### src/rtl/ic19_pkg.sv
// ic19_pkg: shared constants and types for the piano board gate array.
// Holds the CPU address map windows, the IC12 scan address prefix,
// the scan counter width and the IC12 arbitration mode type.
package ic19_pkg;

    localparam int          CNT_W       = 4;
    localparam logic [2:0]  SCAN_PREFIX = 3'b111;

    localparam logic [15:0] RAM_LO  = 16'h0800;
    localparam logic [15:0] RAM_HI  = 16'h0FFF;
    localparam logic [15:0] IC12_LO = 16'h1000;
    localparam logic [15:0] IC12_HI = 16'h17FF;
    localparam logic [15:0] IO_LO   = 16'h2000;
    localparam logic [15:0] IO_HI   = 16'h26FF;
    localparam logic [15:0] IO2_HI  = 16'h20FF;
    localparam logic [15:0] ACK_LO  = 16'h2700;
    localparam logic [15:0] ACK_HI  = 16'h27FF;
    localparam logic [15:0] ROM_LO  = 16'h4000;
    localparam logic [15:0] ROM_HI  = 16'h7FFF;

    // Who owns IC12 this cycle: the frame scan or a CPU read/write.
    typedef enum logic [1:0] {
        IC12_SCAN,
        IC12_CPU_READ,
        IC12_CPU_WRITE
    } ic12_mode_e;

    function automatic logic in_window(input logic [15:0] a,
                                       input logic [15:0] lo,
                                       input logic [15:0] hi);
        return (a >= lo) && (a <= hi);
    endfunction

endpackage

### src/rtl/ic19_addr_decode.sv
// ic19_addr_decode: combinational decode of the latched CPU address.
// Nothing is selected unless the registered E phase is active; IO strobe
// bit 0 corresponds to IO2, bit 6 to IO8.
module ic19_addr_decode
    import ic19_pkg::*;
(
    input  logic [15:0] addr,
    input  logic        e,
    input  logic        rw,
    output logic        ram_sel,
    output logic        rom_sel,
    output logic [6:0]  io_sel,
    output logic        irq_ack,
    output logic        io2_wr,
    output ic12_mode_e  ic12_mode
);

    // Map the address onto exactly one device window while E is high.
    always_comb begin
        ram_sel   = 1'b0;
        rom_sel   = 1'b0;
        io_sel    = 7'b0;
        irq_ack   = 1'b0;
        io2_wr    = 1'b0;
        ic12_mode = IC12_SCAN;
        if (e) begin
            ram_sel = in_window(addr, RAM_LO, RAM_HI);
            rom_sel = in_window(addr, ROM_LO, ROM_HI);
            irq_ack = in_window(addr, ACK_LO, ACK_HI);
            io2_wr  = ~rw & in_window(addr, IO_LO, IO2_HI);
            if (in_window(addr, IO_LO, IO_HI)) begin
                io_sel = 7'b1 << addr[10:8];
            end
            if (in_window(addr, IC12_LO, IC12_HI)) begin
                ic12_mode = rw ? IC12_CPU_READ : IC12_CPU_WRITE;
            end
        end
    end

endmodule

### src/rtl/ic19_gate_array.sv
// ic19_gate_array: bus glue for the piano sound board.
// Latches the multiplexed CPU address, decodes selects and IO strobes,
// shares IC12 between the CPU and the frame scan counters, and raises the
// frame IRQ. Defining IC19_DEBUG_COUNTERS_EN exposes the scan counters.
module ic19_gate_array
    import ic19_pkg::*;
(
    input  logic        SYNC_IN,
    input  logic        RESET_IN,
    input  logic        FSYNC_IN,
    input  logic        E_IN,
    input  logic        RW_IN,
    input  logic        AS_IN,
    input  logic [7:0]  CPU_P3_IN,
    input  logic [7:0]  CPU_P4_IN,
    output logic [7:0]  CPU_P3_OUT,
    output logic        CPU_P3_IOM,
    input  logic [7:0]  AL_IN,
    output logic [7:0]  AL_OUT,
    output logic        AL0_IOM,
    output logic        RD_OUT,
    output logic        WR_OUT,
    output logic        PARAM_ROMCS_OUT,
    output logic        RAMCS_OUT,
    input  logic [7:0]  RIC12_D_IN,
    output logic [7:0]  RIC12_D_OUT,
    output logic        RIC12_D_IOM,
    output logic [10:0] RIC12_A_OUT,
    output logic        RIC12_OE_OUT,
    output logic        RIC12_WE_OUT,
    input  logic [7:0]  RIC13_D_IN,
    output logic [7:0]  RIC13_D_OUT,
    output logic        RIC13_D_IOM,
    output logic        IO2_OUT,
    output logic        IO3_OUT,
    output logic        IO4_OUT,
    output logic        IO5_OUT,
    output logic        IO6_OUT,
    output logic        IO7_OUT,
    output logic        IO8_OUT,
    output logic        IRQ_OUT,
    output logic        P1_TOVERFLOW,
    input  logic        E_NOR_77_IN,
    input  logic        AL_CT_76_IN,
    input  logic        UNK_75_IN,
    input  logic        UNK_74_IN
`ifdef IC19_DEBUG_COUNTERS_EN
    ,
    output logic [3:0]  COUNTER_OUT_C13,
    output logic [3:0]  COUNTER_OUT_F13
`endif
);

    logic [15:0]      addr_q;
    logic             as_prev;
    logic             e_q;
    logic             rw_q;
    logic             fsync_prev;
    logic             fsync_rise;
    logic [CNT_W-1:0] c13;
    logic [CNT_W-1:0] f13;
    logic [6:0]       io_n_q;

    logic             ram_sel;
    logic             rom_sel;
    logic [6:0]       io_sel;
    logic             irq_ack;
    logic             io2_wr;
    ic12_mode_e       ic12_mode;

    logic             unused_inputs;

    assign unused_inputs = ^{AL_IN, RIC13_D_IN, E_NOR_77_IN, AL_CT_76_IN,
                             UNK_75_IN, UNK_74_IN};

    assign fsync_rise = FSYNC_IN & ~fsync_prev;
    assign AL_OUT     = addr_q[7:0];
    assign AL0_IOM    = 1'b0;
    assign {IO8_OUT, IO7_OUT, IO6_OUT, IO5_OUT,
            IO4_OUT, IO3_OUT, IO2_OUT} = io_n_q;

`ifdef IC19_DEBUG_COUNTERS_EN
    assign COUNTER_OUT_C13 = c13;
    assign COUNTER_OUT_F13 = f13;
`endif

    ic19_addr_decode u_decode (
        .addr      (addr_q),
        .e         (e_q),
        .rw        (rw_q),
        .ram_sel   (ram_sel),
        .rom_sel   (rom_sel),
        .io_sel    (io_sel),
        .irq_ack   (irq_ack),
        .io2_wr    (io2_wr),
        .ic12_mode (ic12_mode)
    );

    // Capture the bus phase and latch the address on the AS falling edge.
    always_ff @(posedge SYNC_IN) begin
        if (RESET_IN) begin
            addr_q     <= 16'h0000;
            as_prev    <= 1'b1;
            e_q        <= 1'b0;
            rw_q       <= 1'b0;
            fsync_prev <= 1'b0;
        end else begin
            as_prev    <= AS_IN;
            e_q        <= E_IN;
            rw_q       <= RW_IN;
            fsync_prev <= FSYNC_IN;
            if (as_prev && !AS_IN) begin
                addr_q <= {CPU_P4_IN, CPU_P3_IN};
            end
        end
    end

    // Free-running sample counter, frame counter, overflow pulse and IRQ.
    always_ff @(posedge SYNC_IN) begin
        if (RESET_IN) begin
            c13          <= '0;
            f13          <= '0;
            P1_TOVERFLOW <= 1'b0;
            IRQ_OUT      <= 1'b1;
        end else begin
            c13          <= c13 + 1'b1;
            P1_TOVERFLOW <= fsync_rise && (f13 == 4'hF);
            if (fsync_rise) begin
                f13 <= f13 + 1'b1;
            end
            if (irq_ack) begin
                IRQ_OUT <= 1'b1;
            end else if (fsync_rise) begin
                IRQ_OUT <= 1'b0;
            end
        end
    end

    // Register the bus strobes, chip selects and the IC13 sample latch.
    always_ff @(posedge SYNC_IN) begin
        if (RESET_IN) begin
            RD_OUT          <= 1'b1;
            WR_OUT          <= 1'b1;
            RAMCS_OUT       <= 1'b1;
            PARAM_ROMCS_OUT <= 1'b1;
            io_n_q          <= 7'h7F;
            RIC13_D_OUT     <= 8'h00;
            RIC13_D_IOM     <= 1'b1;
        end else begin
            RD_OUT          <= ~(e_q & rw_q);
            WR_OUT          <= ~(e_q & ~rw_q);
            RAMCS_OUT       <= ~ram_sel;
            PARAM_ROMCS_OUT <= ~rom_sel;
            io_n_q          <= ~io_sel;
            RIC13_D_IOM     <= 1'b0;
            if (io2_wr) begin
                RIC13_D_OUT <= CPU_P3_IN;
            end
        end
    end

    // Give IC12 to the CPU during its window, otherwise run the frame scan.
    always_ff @(posedge SYNC_IN) begin
        if (RESET_IN) begin
            RIC12_A_OUT  <= 11'h000;
            RIC12_OE_OUT <= 1'b1;
            RIC12_WE_OUT <= 1'b1;
            RIC12_D_IOM  <= 1'b1;
            RIC12_D_OUT  <= 8'h00;
            CPU_P3_OUT   <= 8'h00;
            CPU_P3_IOM   <= 1'b1;
        end else begin
            case (ic12_mode)
                IC12_CPU_READ: begin
                    RIC12_A_OUT  <= addr_q[10:0];
                    RIC12_OE_OUT <= 1'b0;
                    RIC12_WE_OUT <= 1'b1;
                    RIC12_D_IOM  <= 1'b1;
                    CPU_P3_OUT   <= RIC12_D_IN;
                    CPU_P3_IOM   <= 1'b0;
                end
                IC12_CPU_WRITE: begin
                    RIC12_A_OUT  <= addr_q[10:0];
                    RIC12_OE_OUT <= 1'b1;
                    RIC12_WE_OUT <= 1'b0;
                    RIC12_D_IOM  <= 1'b0;
                    RIC12_D_OUT  <= CPU_P3_IN;
                    CPU_P3_IOM   <= 1'b1;
                end
                default: begin
                    RIC12_A_OUT  <= {SCAN_PREFIX, f13, c13};
                    RIC12_OE_OUT <= 1'b0;
                    RIC12_WE_OUT <= 1'b1;
                    RIC12_D_IOM  <= 1'b1;
                    CPU_P3_IOM   <= 1'b1;
                end
            endcase
        end
    end

endmodule

### config.mk
export PLATFORM = sky130hd
export DESIGN_NAME = ic19_gate_array
export DESIGN_NICKNAME = d
export VERILOG_FILES = /design/src/rtl/ic19_pkg.sv /design/src/rtl/ic19_addr_decode.sv /design/src/rtl/ic19_gate_array.sv
export SDC_FILE = /design/constraint.sdc
export NUM_CORES = 1
export LEC_CHECK = 0
export ABC_AREA = 1
export BUFFER_PORTS_ARGS = -buffer_cell sky130_fd_sc_hd__buf_2
export CELL_PAD_IN_SITES_DETAIL_PLACEMENT = 0
export CELL_PAD_IN_SITES_GLOBAL_PLACEMENT = 2
export CORE_ASPECT_RATIO = 0.9
export CORE_MARGIN = 3
export CORE_UTILIZATION = 29
export DETAILED_ROUTE_END_ITERATION = 10
export PLACE_DENSITY_LB_ADDON = 0.1
export REMOVE_ABC_BUFFERS = 1
export SLEW_MARGIN = 20
export SYNTH_ARGS = -nofsm -noshare
export SYNTH_HDL_FRONTEND = slang
export SYNTH_SLANG_ARGS = --single-unit
### constraint.sdc
create_clock -name SYNC_IN -period 4.8 [get_ports SYNC_IN]
set_input_delay 0.48 -clock SYNC_IN [delete_from_list [all_inputs] [get_ports SYNC_IN]]
set_output_delay 0.48 -clock SYNC_IN [all_outputs]
set_load 0.1 [all_outputs]
==> results_tabular.tex, run 1 <==
\begin{tabular}{lr}
\hline
Metric & Value \\
\hline
\multicolumn{2}{l}{\textbf{Global route}} \\
Global-route wire length before repair & around 12 mm \\
Via count of the first global-routing pass & 2300 \\
Total overflow reported by the global router & 0 \\
Gr usage total & between 10 and 15\% \\
Maximum number of pins on one net before global-route repair & 50 \\
Antenna violations before repair & 0 \\
\multicolumn{2}{l}{\textbf{Pwr}} \\
Power per standard cell area & between 400 and 500 nW/um2 \\
Cell-internal power & between 0.001 and 0.0015 W \\
Sw Share & 28.8\% \\
Largest vdd supply drop & 0.000157 V \\
Clock power frac & about two fifths \\
Net switching power & 0.000442 W \\
Comb power frac & between 10\% and 20\% \\
Reported leakage power & 1.63 nW \\
Fraction of power consumed by sequential logic & $\sim$46\% \\
\multicolumn{2}{l}{\textbf{Detailed routing}} \\
Number of nets with antenna violations after detailed routing & 0 \\
Routed WL per cell & 13.4 um \\
DR DRC count & 0 \\
Average via count per standard cell & roughly 4.4 \\
WL final & between 7 and 8 mm \\
Violation count after the first detailed-routing iteration & 74 \\
Total vias in the final route & 2404 \\
Number of optimization iterations in the first detailed-route pass & 4 \\
\multicolumn{2}{l}{\textbf{Logic synthesis}} \\
Largest cells by area after synthesis & sky130\_fd\_sc\_hd\_\_dfxtp\_1 (55\%), sky130\_fd\_sc\_hd\_\_nor2\_1 (9.6\%), sky130\_fd\_sc\_hd\_\_o21ai\_1 (7.3\%) \\
Dominant register cell in the synthesized netlist & sky130\_fd\_sc\_hd\_\_dfxtp\_1 \\
Synth Cell Area & 2900 um2 \\
Seq/Total Area, Yosys & between 50\% and 60\% \\
Most numerous cell in the Yosys netlist & sky130\_fd\_sc\_hd\_\_dfxtp\_1 \\
Share of the synthesized area in the top cell type & $\sim$55\% \\
Gate Count Post-Synth & around 340 \\
Synth top cells by count & sky130\_fd\_sc\_hd\_\_dfxtp\_1 (80), sky130\_fd\_sc\_hd\_\_nor2\_1 (74), sky130\_fd\_sc\_hd\_\_o21ai\_1 (42) \\
Number of synthesized flops with an enable pin & 0 \\
Total number of yosys warnings & 0 \\
Number of flip-flops and latches in the synthesized netlist & 80 \\
Number of unique standard cell types used by synthesis & 27 \\
Leading area contributor after synthesis & sky130\_fd\_sc\_hd\_\_dfxtp\_1 \\
Post-synth ARST share & 0\% \\
Mean Syn Cell Area & 8.42 um2 \\
\multicolumn{2}{l}{\textbf{Cells and area}} \\
Area added between synthesis and finish & 24.4\% \\
Area occupied by registers & between 1500 and 2000 um2 \\
Fin nets & $\sim$480 \\
Final-layout fill cell count & 1021 \\
Cell Count, Final, Fillers Out & between 500 and 600 \\
Final cell utilization of the core & approximately two fifths \\
Layout cells sized above 1 & between 20\% and 30\% \\
Total area of multi-input combinational cells & 1040 um2 \\
Antenna cell count & 0 \\
\multicolumn{2}{l}{\textbf{CTS}} \\
Register clock-pin slew on the reported worst setup and hold paths & $\sim$90 ps \\
Clock Latency Late Sink & approximately 350 ps \\
Clock tree from TritonCTS & done \\
Number of buffers inserted during clock tree synthesis & 9 \\
Buffer depth of the longest clock path & 2 \\
\# H-tree levels & 3 \\
Clock sink total & 80 \\
Clock root buffer & sky130\_fd\_sc\_hd\_\_clkbuf\_8 \\
Post-CTS setup-driven buffer insertion count & 0 \\
Count of hold-fix buffers inserted at cts & 0 \\
Post-cts resize count & 0 \\
\multicolumn{2}{l}{\textbf{Placement}} \\
Placer's final routability congestion estimate & approximately 0.74 \\
Post-placement cell count & approximately 530 \\
Number of I/O port buffers & 90 \\
Placed wire-length estimate & approximately 5.2 mm \\
\multicolumn{2}{l}{\textbf{STA}} \\
Min Tclk post-route & roughly 2300 ps \\
Final cycle utilization of the critical path & 47.1\% \\
Slew of the pin with the lowest slew margin & $\sim$790 ps \\
Final setup fails & 0 \\
Count of final max-slew check failures & 0 \\
Max\_slew headroom & about 47\% \\
Hold Worst Slack & between 300 and 400 ps \\
Final sum of negative setup slack & 0 ps \\
Maximum achievable frequency & about 440 MHz \\
Setup repair after global routing missed its margin & false \\
Final hold vios & 0 \\
Final clock skew & roughly 7.8 ps \\
\multicolumn{2}{l}{\textbf{Floorplan}} \\
Row count & 33 \\
Die height & a little over 100 um \\
Number of primary I/O pins & roughly 110 \\
Std-Cell Core Area & around 9400 um2 \\
Effective utilization at floorplan & 30.8\% \\
Die Footprint & $\sim$11000 um2 \\
Die extent in x & about 110 um \\
\multicolumn{2}{l}{\textbf{Hold path}} \\
Type of the tightest min-delay check & in2reg \\
\multicolumn{2}{l}{\textbf{Worst setup path}} \\
Crit path max-delay cell type & sky130\_fd\_sc\_hd\_\_dfxtp\_1 \\
Top cell by count, worst path & sky130\_fd\_sc\_hd\_\_inv\_1 \\
List of cells traversed by the critical path & inv\_1 > nor3\_2 > inv\_1 > ha\_1 > inv\_1 > nor2\_1 > nor2\_1 \\
Setup crit start kind & flip-flop \\
Critical path's largest stage delay & 620 ps \\
Largest fanout on the critical path & 13 \\
CP Class & reg2reg \\
Endpoint required time on the critical path & slightly above 5000 ps \\
Data arrival, critical path & about 2500 ps \\
Crit end category & flip-flop \\
\multicolumn{2}{l}{\textbf{Job}} \\
Max-cap violations & 0 \\
\multicolumn{2}{l}{\textbf{Outcome}} \\
Run status & complete, no violations \\
\hline
\end{tabular}
## worst paths after layout
kind / from / endpoint / slack [ps] / cells after the start
min: AS_IN / as_prev / 300 / 3
max: e_q / RIC12_A_OUT[1] / 2540 / 7
max reg2reg: e_q / RIC12_A_OUT[1] / 2540 / 7
min reg2reg: rw_q / RD_OUT / 450 / 1
## power groups by stage
stage	Combinational [W]	Sequential (W)	Clock (W)
2_1_floorplan	0.0000599	0.000823	0
3_3_place_gp	0.000214	0.000722	0
3_5_place_dp	0.000215	0.000722	0
4_1_cts	0.000215	0.000707	0.000638
5_1_grt	0.000228	0.000711	0.000667
6_report	0.000212	0.000706	0.000616
## cell usage in the layout, fill, tap and decap left out, drive strengths merged
master and count:
ha 5, nand4 10, bufinv 3, dfxtp 80, a21oi 26, nor4 1
nor3 6, o21ai 42, xnor2 1, or2 1, nor2 80, clkinvlp 1
clkinv 1, buf 91, inv 28, nand3 4, nand2 35, a31oi 1
conb 1, clkbuf 10
## critical path, delay by kind of cell, from the launching register on
kind / cells / cell delay, ps
AND/OR/NAND/NOR: 3 / 450
adder cells (fa/ha/maj): 1 / 600
buffers and inverters: 3 / 490
flip-flops: 1 / 620
## flip-flops by register name, summed over array words and instances (netlist names), 4 cells and up
name and count:
f13 4, RIC12_A_OUT 11, CPU_P3_OUT 8, c13 4, RIC12_D_OUT 8, addr_q 16
io_n_q 7, RIC13_D_OUT 8
## metal layers
metal  up-vias  global-route usage [%]  wire [um]
met4         0                    4.77         91
met2        57                    20.8       3230
met3        11                    4.68        426
met1      1079                    17.7       3630
li1       1257                       -          -
met5         -                       0          0
## final cells by class
cell class              count  area share [%]
flip-flops and latches     80            44.4
multi-input cells         213            28.8
repair buffers             91            12.7
well taps                 122            4.23
clock buffers              10            3.82
clock inverters             6            3.19
inverters                  27            2.81
## logic make-up (layout without fill, tap and decap cells)
family / Yosys count / in the layout / synth area share [%]
xor gates and xnor gates: 1 / 1 / 0.302
AOI/OAI and AO/OA: 69 / 69 / 12.0
buffers and inverters: 51 / 134 / 8.85
and+or+nand+nor: 137 / 137 / 21.3
adders and majority gates: 5 / 5 / 2.16
other: 1 / 1 / 0.129
DFF: 80 / 80 / 55.3
## stage by stage
stage | instance area [um2] | total power (W) | setup WS (ps)
after floorplan | 2740 | 0.000883 | 2770
after global routing | 3610 | 0.00161 | 2250
after global placement | 3350 | 0.000936 | 2550
after detailed placement | 3350 | 0.000937 | 2520
after CTS | 3610 | 0.00156 | 2490
final | 3610 | 0.00153 | 2540
(Power assumes the default switching activity.)
==> run 2, diff against run 1 <==
CORE_UTILIZATION = 27   (was 29)
clock period = 2.2 ns   (was 4.8 ns; I/O delays follow)
==> results_tabular.tex, run 2 (synthesis gave the netlist of run 1 again) <==
\begin{tabular}{lr}
\hline
Metric & Value \\
\hline
\multicolumn{2}{l}{\textbf{Outcome}} \\
Run status & complete, no violations \\
\multicolumn{2}{l}{\textbf{STA}} \\
Final cycle utilization of the critical path & 85.0\% (+38 points) \\
Min Tclk post-route & 1870 ps (-391 ps) \\
Slew of the pin with the lowest slew margin & 821 ps (+34.0 ps) \\
Max\_slew headroom & 45.2\% (-2.3 points) \\
Maximum achievable frequency & 535 MHz (+21\%) \\
Count of final max-slew check failures & 0 (unchanged) \\
Final setup fails & 0 (unchanged) \\
Final hold vios & 0 (unchanged) \\
Final clock skew & 3.97 ps (-3.87 ps) \\
Final sum of negative setup slack & 0 ps (unchanged) \\
Setup repair after global routing missed its margin & false \\
\multicolumn{2}{l}{\textbf{Cells and area}} \\
Final Instance Area & 3750 um2 (+4.0\%) \\
Layout cells sized above 1 & 30.7\% (+0.97 points) \\
Final-layout fill cell count & 1097 (+7.4\%) \\
Leading cell type in the layout, fill and taps excluded & sky130\_fd\_sc\_hd\_\_buf\_2 \\
Area occupied by registers & 1600 um2 (unchanged) \\
Total area of multi-input combinational cells & 1040 um2 (unchanged) \\
Area added between synthesis and finish & 29.4\% \\
Largest register FFs & 16 (unchanged) \\
Antenna cell count & 0 (unchanged) \\
Cell Count, Final, Fillers Out & 562 (+2.4\%) \\
Final cell utilization of the core & 36.3\% (-2.0 points) \\
Commonest cells after routing, fill and taps aside & sky130\_fd\_sc\_hd\_\_buf\_2 (90), sky130\_fd\_sc\_hd\_\_dfxtp\_1 (80), sky130\_fd\_sc\_hd\_\_nor2\_1 (74) \\
Fin nets & 483 (+1.3\%) \\
Largest registers & addr\_q x16, RIC12\_A\_OUT x11 \\
Register ranked first by flip-flop count & addr\_q \\
\multicolumn{2}{l}{\textbf{Worst setup path}} \\
Data arrival, critical path & 2100 ps (-410 ps) \\
Crit end category & flip-flop \\
Setup crit start kind & flip-flop \\
Worst R2R Start & addr\_q[15] \\
Buffers and inverters on the worst path & 3 (unchanged) \\
Number of cells on the worst reg-to-reg path & 10 (+3) \\
Endpoint of the worst-slack reg-to-reg timing path & RIC12\_D\_OUT[4] \\
Top cell by count, worst path & sky130\_fd\_sc\_hd\_\_nand2\_1 \\
Largest fanout on the critical path & 6 (-7) \\
List of cells traversed by the critical path & nor2\_2 > nand2\_1 > inv\_2 > nand2\_1 > nor3\_2 > inv\_1 > ha\_1 > buf\_4 > o21ai\_1 > nor2\_1 \\
Reg-to-reg setup timing slack & 330 ps (-2210 ps) \\
Critical path's largest stage delay & 310 ps (-310 ps) \\
Crit path max-delay cell type & sky130\_fd\_sc\_hd\_\_dfxtp\_1 \\
Endpoint required time on the critical path & 2430 ps (-2620 ps) \\
CP Class & reg2reg \\
Cell family with the largest share of critical-path delay & simple AND/OR/NAND/NOR gates \\
\multicolumn{2}{l}{\textbf{CTS}} \\
Count of hold-fix buffers inserted at cts & 0 (unchanged) \\
Post-CTS setup-driven buffer insertion count & 0 (unchanged) \\
Register clock-pin slew on the reported worst setup and hold paths & 60 ps (-30 ps) \\
Clock sink total & 80 (unchanged) \\
Clock root buffer & sky130\_fd\_sc\_hd\_\_clkbuf\_16 \\
Clock tree from TritonCTS & done \\
Clock Latency Late Sink & 330 ps (-20 ps) \\
Buffer depth of the longest clock path & 2 (unchanged) \\
\# H-tree levels & 3 (unchanged) \\
Number of buffers inserted during clock tree synthesis & 9 (unchanged) \\
Post-cts resize count & 0 (unchanged) \\
\multicolumn{2}{l}{\textbf{Hold path}} \\
Type of the tightest min-delay check & in2reg \\
Hold depth & 3 (unchanged) \\
Launch point of the worst hold path & AS\_IN \\
Capture endpoint of the worst hold path & as\_prev \\
\multicolumn{2}{l}{\textbf{Pwr}} \\
Largest vdd supply drop & 0.000388 V (+150\%) \\
Reported leakage power & 1.70 nW (+4.1\%) \\
Total Power & 0.00372 W (+140\%) \\
Power per standard cell area & 993 nW/um2 (+130\%) \\
\multicolumn{2}{l}{\textbf{Detailed routing}} \\
DR DRC count & 0 (unchanged) \\
Average via count per standard cell & 4.31 (-1.5\%) \\
Number of nets with antenna violations after detailed routing & 0 (unchanged) \\
Number of optimization iterations in the first detailed-route pass & 4 (unchanged) \\
Routed WL per cell & 13.5 um (+0.51\%) \\
WL final & 7.59 mm (+2.9\%) \\
Total vias in the final route & 2424 (+0.83\%) \\
Violation count after the first detailed-routing iteration & 71 (-4.1\%) \\
\multicolumn{2}{l}{\textbf{Floorplan}} \\
Die height & 104 um (+3.4\%) \\
Number of primary I/O pins & 112 (unchanged) \\
Die Footprint & 12000 um2 (+7.0\%) \\
Std-Cell Core Area & 10300 um2 (+9.8\%) \\
Effective utilization at floorplan & 28.0\% (-2.7 points) \\
Die extent in x & 115 um (+3.4\%) \\
Row count & 35 (+6.1\%) \\
\multicolumn{2}{l}{\textbf{Global route}} \\
Maximum number of pins on one net before global-route repair & 50 (unchanged) \\
Via count of the first global-routing pass & 2358 (+2.5\%) \\
Global routing met3 resource utilization & 4.77\% (+0.088 points) \\
Met2 Resource Use GR & 19.0\% (-1.8 points) \\
Global-route wire length before repair & 12.1 mm (+2.9\%) \\
Total overflow reported by the global router & 0 (unchanged) \\
Met1 Use GR & 17.8\% (+0.074 points) \\
Antenna violations before repair & 0 (unchanged) \\
Gr usage total & 13.2\% (-0.34 points) \\
Routing layer with the top usage in global route & met2 \\
\multicolumn{2}{l}{\textbf{Placement}} \\
Post-placement cell count & 546 (+2.4\%) \\
Placed wire-length estimate & 5.48 mm (+5.5\%) \\
Number of I/O port buffers & 90 (unchanged) \\
Placer's final routability congestion estimate & 0.680 (-8.0\%) \\
Total cell area at the placement stage & 3410 um2 (+1.6\%) \\
\multicolumn{2}{l}{\textbf{Job}} \\
Max-cap violations & 0 (unchanged) \\
\hline
\end{tabular}
==> run 2: changes by cell type in the layout (fill, tap and decap cells not counted) <==
cell	delta
sky130_fd_sc_hd__clkbuf_8	-10
sky130_fd_sc_hd__clkinvlp_4	+1
sky130_fd_sc_hd__clkinv_2	+1
sky130_fd_sc_hd__clkinv_4	-1
sky130_fd_sc_hd__clkbuf_16	+9
sky130_fd_sc_hd__buf_4	+6
==> run 2: report_power, final <==
group          total (W)  switching (W)  internal [W]  leakage, nW
combinational   0.000474       0.000380     0.0000939        0.882
clock            0.00171       0.000600       0.00111        0.162
sequential       0.00154      0.0000359       0.00150        0.654
==> run 2: worst max-delay path by stage <==
stage	from	to	slack (ps)	cells past startpoint
finish	addr_q[15]	RIC12_D_OUT[4]	330	10
global route	addr_q[15]	CPU_P3_OUT[7]	80	9
CTS	addr_q[15]	CPU_P3_OUT[7]	280	9
detailed placement	addr_q[15]	CPU_P3_OUT[7]	300	9
global placement	addr_q[15]	CPU_P3_OUT[7]	290	9
floorplan	e_q	RIC12_A_OUT[0]	420	7
==> run 2: tightest hold or removal path, cell delays in order <==
cell,delay [ps]
sky130_fd_sc_hd__buf_2,80
sky130_fd_sc_hd__inv_2,30
sky130_fd_sc_hd__nand2_1,40
==> run 2: metal layers <==
layer,wire length (um),up-vias
met5,0,-
met4,113,0
met3,471,10
met2,3240,66
met1,3760,1076
li1,-,1272
==> run 2: layout make-up <==
cell class	instances	area share (%)
multi-input combinational	213	27.7
clock buffer	9	6.00
sequential	80	42.7
tap	129	4.30
timing repair buffer	97	13.4
clock inverter	7	3.17
inverter	27	2.70
==> run 2: metrics by stage <==
| step | hold WS (ps) | worst slack, ps |
|---|---|---|
| after floorplan | 248 | 418 |
| after global placement | 401 | 294 |
| after detailed placement | 405 | 302 |
| after CTS | 50.4 | 283 |
| after global routing | 57.3 | 76.3 |
| final | 63.3 | 330 |
==> run 3, diff against run 2 <==
CORE_UTILIZATION = 28   (was 27)
CTS_BUF_LIST = sky130_fd_sc_hd__clkbuf_4   (was not set)
SKIP_CTS_REPAIR_TIMING = 1   (was not set)
==> results_tabular.tex, run 3 (synthesis gave the netlist of run 1 again) <==
\begin{tabular}{lr}
\hline
Metric & Value \\
\hline
\multicolumn{2}{l}{\textbf{Hold path}} \\
Type of the tightest min-delay check & in2reg \\
\multicolumn{2}{l}{\textbf{CTS}} \\
Clock root buffer & sky130\_fd\_sc\_hd\_\_clkbuf\_4 \\
Clock tree from TritonCTS & done \\
Clock Latency Late Sink & 420 ps (+90 ps) \\
Register clock-pin slew on the reported worst setup and hold paths & 130 ps (+70 ps) \\
Clock sink total & 80 (unchanged) \\
Buffer depth of the longest clock path & 2 (unchanged) \\
Number of buffers inserted during clock tree synthesis & 9 (unchanged) \\
\# H-tree levels & 3 (unchanged) \\
\multicolumn{2}{l}{\textbf{Detailed routing}} \\
DR DRC count & 0 (unchanged) \\
Total vias in the final route & 2432 (+0.33\%) \\
WL final & 7.53 mm (-0.80\%) \\
Average via count per standard cell & 4.31 (about the same) \\
Routed WL per cell & 13.3 um (-1.2\%) \\
Number of optimization iterations in the first detailed-route pass & 4 (unchanged) \\
Violation count after the first detailed-routing iteration & 63 (-11\%) \\
Number of nets with antenna violations after detailed routing & 0 (unchanged) \\
\multicolumn{2}{l}{\textbf{Outcome}} \\
Run status & complete, no violations \\
\multicolumn{2}{l}{\textbf{STA}} \\
Count of final max-slew check failures & 0 (unchanged) \\
Final setup fails & 0 (unchanged) \\
Hold Worst Slack & 16.6 ps (-46.7 ps) \\
Slew of the pin with the lowest slew margin & 772 ps (-48.6 ps) \\
Setup repair after global routing missed its margin & false \\
Min Tclk post-route & 1980 ps (+108 ps) \\
Maximum achievable frequency & 505 MHz (-5.5\%) \\
Final sum of negative setup slack & 0 ps (unchanged) \\
Final hold vios & 0 (unchanged) \\
Final cycle utilization of the critical path & 89.9\% (+4.9 points) \\
Final clock skew & 14.6 ps (+10.7 ps) \\
Max\_slew headroom & 48.5\% (+3.2 points) \\
\multicolumn{2}{l}{\textbf{Global route}} \\
Via count of the first global-routing pass & 2296 (-2.6\%) \\
Routing layer with the top usage in global route & met2 \\
Antenna violations before repair & 0 (unchanged) \\
Global-route wire length before repair & 12.0 mm (-0.63\%) \\
Total overflow reported by the global router & 0 (unchanged) \\
Met1 Use GR & 17.4\% (-0.39 points) \\
Met2 Resource Use GR & 20.9\% (+1.8 points) \\
Gr usage total & 13.5\% (+0.39 points) \\
Maximum number of pins on one net before global-route repair & 50 (unchanged) \\
Global routing met3 resource utilization & 6.10\% (+1.3 points) \\
\multicolumn{2}{l}{\textbf{Floorplan}} \\
Die height & 103 um (-1.7\%) \\
Row count & 34 (-2.9\%) \\
Effective utilization at floorplan & 29.4\% (+1.3 points) \\
Die extent in x & 113 um (-1.7\%) \\
Die Footprint & 11600 um2 (-3.4\%) \\
Std-Cell Core Area & 9870 um2 (-4.5\%) \\
Number of primary I/O pins & 112 (unchanged) \\
\multicolumn{2}{l}{\textbf{Placement}} \\
Number of I/O port buffers & 90 (unchanged) \\
Placer's final routability congestion estimate & 0.725 (+6.6\%) \\
Placed wire-length estimate & 5.35 mm (-2.5\%) \\
\multicolumn{2}{l}{\textbf{Cells and area}} \\
Commonest cells after routing, fill and taps aside & sky130\_fd\_sc\_hd\_\_buf\_2 (90), sky130\_fd\_sc\_hd\_\_dfxtp\_1 (80), sky130\_fd\_sc\_hd\_\_nor2\_1 (74) \\
Antenna cell count & 0 (unchanged) \\
Leading cell type in the layout, fill and taps excluded & sky130\_fd\_sc\_hd\_\_buf\_2 \\
Register ranked first by flip-flop count & addr\_q \\
Fin nets & 488 (+1.0\%) \\
Largest registers & addr\_q x16, RIC12\_A\_OUT x11 \\
Layout cells sized above 1 & 29.9\% (-0.81 points) \\
Largest register FFs & 16 (unchanged) \\
Area added between synthesis and finish & 24.6\% \\
\multicolumn{2}{l}{\textbf{Worst setup path}} \\
Data arrival, critical path & 2300 ps (+200 ps) \\
Crit end category & flip-flop \\
Setup crit start kind & flip-flop \\
Endpoint required time on the critical path & 2520 ps (+90 ps) \\
Cell family with the largest share of critical-path delay & simple AND/OR/NAND/NOR gates \\
Largest fanout on the critical path & 7 (+1) \\
Critical path's largest stage delay & 430 ps (+120 ps) \\
Crit path max-delay cell type & sky130\_fd\_sc\_hd\_\_ha\_1 \\
CP Class & reg2reg \\
Buffers and inverters on the worst path & 3 (unchanged) \\
List of cells traversed by the critical path & nor2\_2 > nand2\_1 > inv\_2 > nand2\_1 > nor3\_2 > inv\_1 > ha\_1 > inv\_1 > nor2\_1 > nor2\_1 \\
\multicolumn{2}{l}{\textbf{Job}} \\
Max-cap violations & 0 (unchanged) \\
\multicolumn{2}{l}{\textbf{Pwr}} \\
Largest vdd supply drop & 0.000441 V (+14\%) \\
Power per standard cell area & 827 nW/um2 (-17\%) \\
Reported leakage power & 1.64 nW (-3.4\%) \\
\hline
\end{tabular}
-- run 3: where the power goes --
group	switching, W	internal (W)
Combinational	0.000381	0.000100
Clock	0.000514	0.000452
Sequential	0.0000357	0.00150
Total	0.000930	0.00206
-- run 3: per-stage QoR --
step | utilization [%] | area, um2 | instances | total power, W | setup WS [ps]
floorplan | - | 2740 | 320 | 0.00193 | 418
global placement | 34.4 | 3400 | 542 | 0.00205 | 259
global route | 36.6 | 3610 | 564 | 0.00313 | 29.6
finish | 36.6 | 3610 | 564 | 0.00299 | 222
CTS | 36.0 | 3550 | 558 | 0.00303 | 201
detailed placement | 34.4 | 3400 | 542 | 0.00205 | 232
-- run 3: final timing paths --
check,start,end,slack [ps],depth (start not counted)
max,addr_q[15],RIC12_A_OUT[0],220,10
min,RIC12_D_IN[3],CPU_P3_OUT[3],20,3
min reg2reg,addr_q[14],PARAM_ROMCS_OUT,440,1
max reg2reg,addr_q[15],RIC12_A_OUT[0],220,10
-- run 3: worst min-delay path, cell delays in order --
cell and delay, ps:
sky130_fd_sc_hd__buf_2 70, sky130_fd_sc_hd__nor2_1 30, sky130_fd_sc_hd__nor2_1 80
-- run 3: layer usage --
| metal | part of all wire [%] | vias up |
|---|---|---|
| met5 | 0 | - |
| met2 | 42 | 61 |
| met1 | 49 | 1088 |
| met4 | 1.5 | 0 |
| li1 | - | 1274 |
| met3 | 7.0 | 9 |
-- run 3: layout make-up --
type                            count  area, um2
Tap cell                          126        158
Sequential cell                    80       1600
Fill cell                        1102       6260
Multi-Input combinational cell    213       1040
Clock inverter                      7       86.3
Inverter                           27        101
Timing Repair Buffer              102        556
Clock buffer                        9       67.6
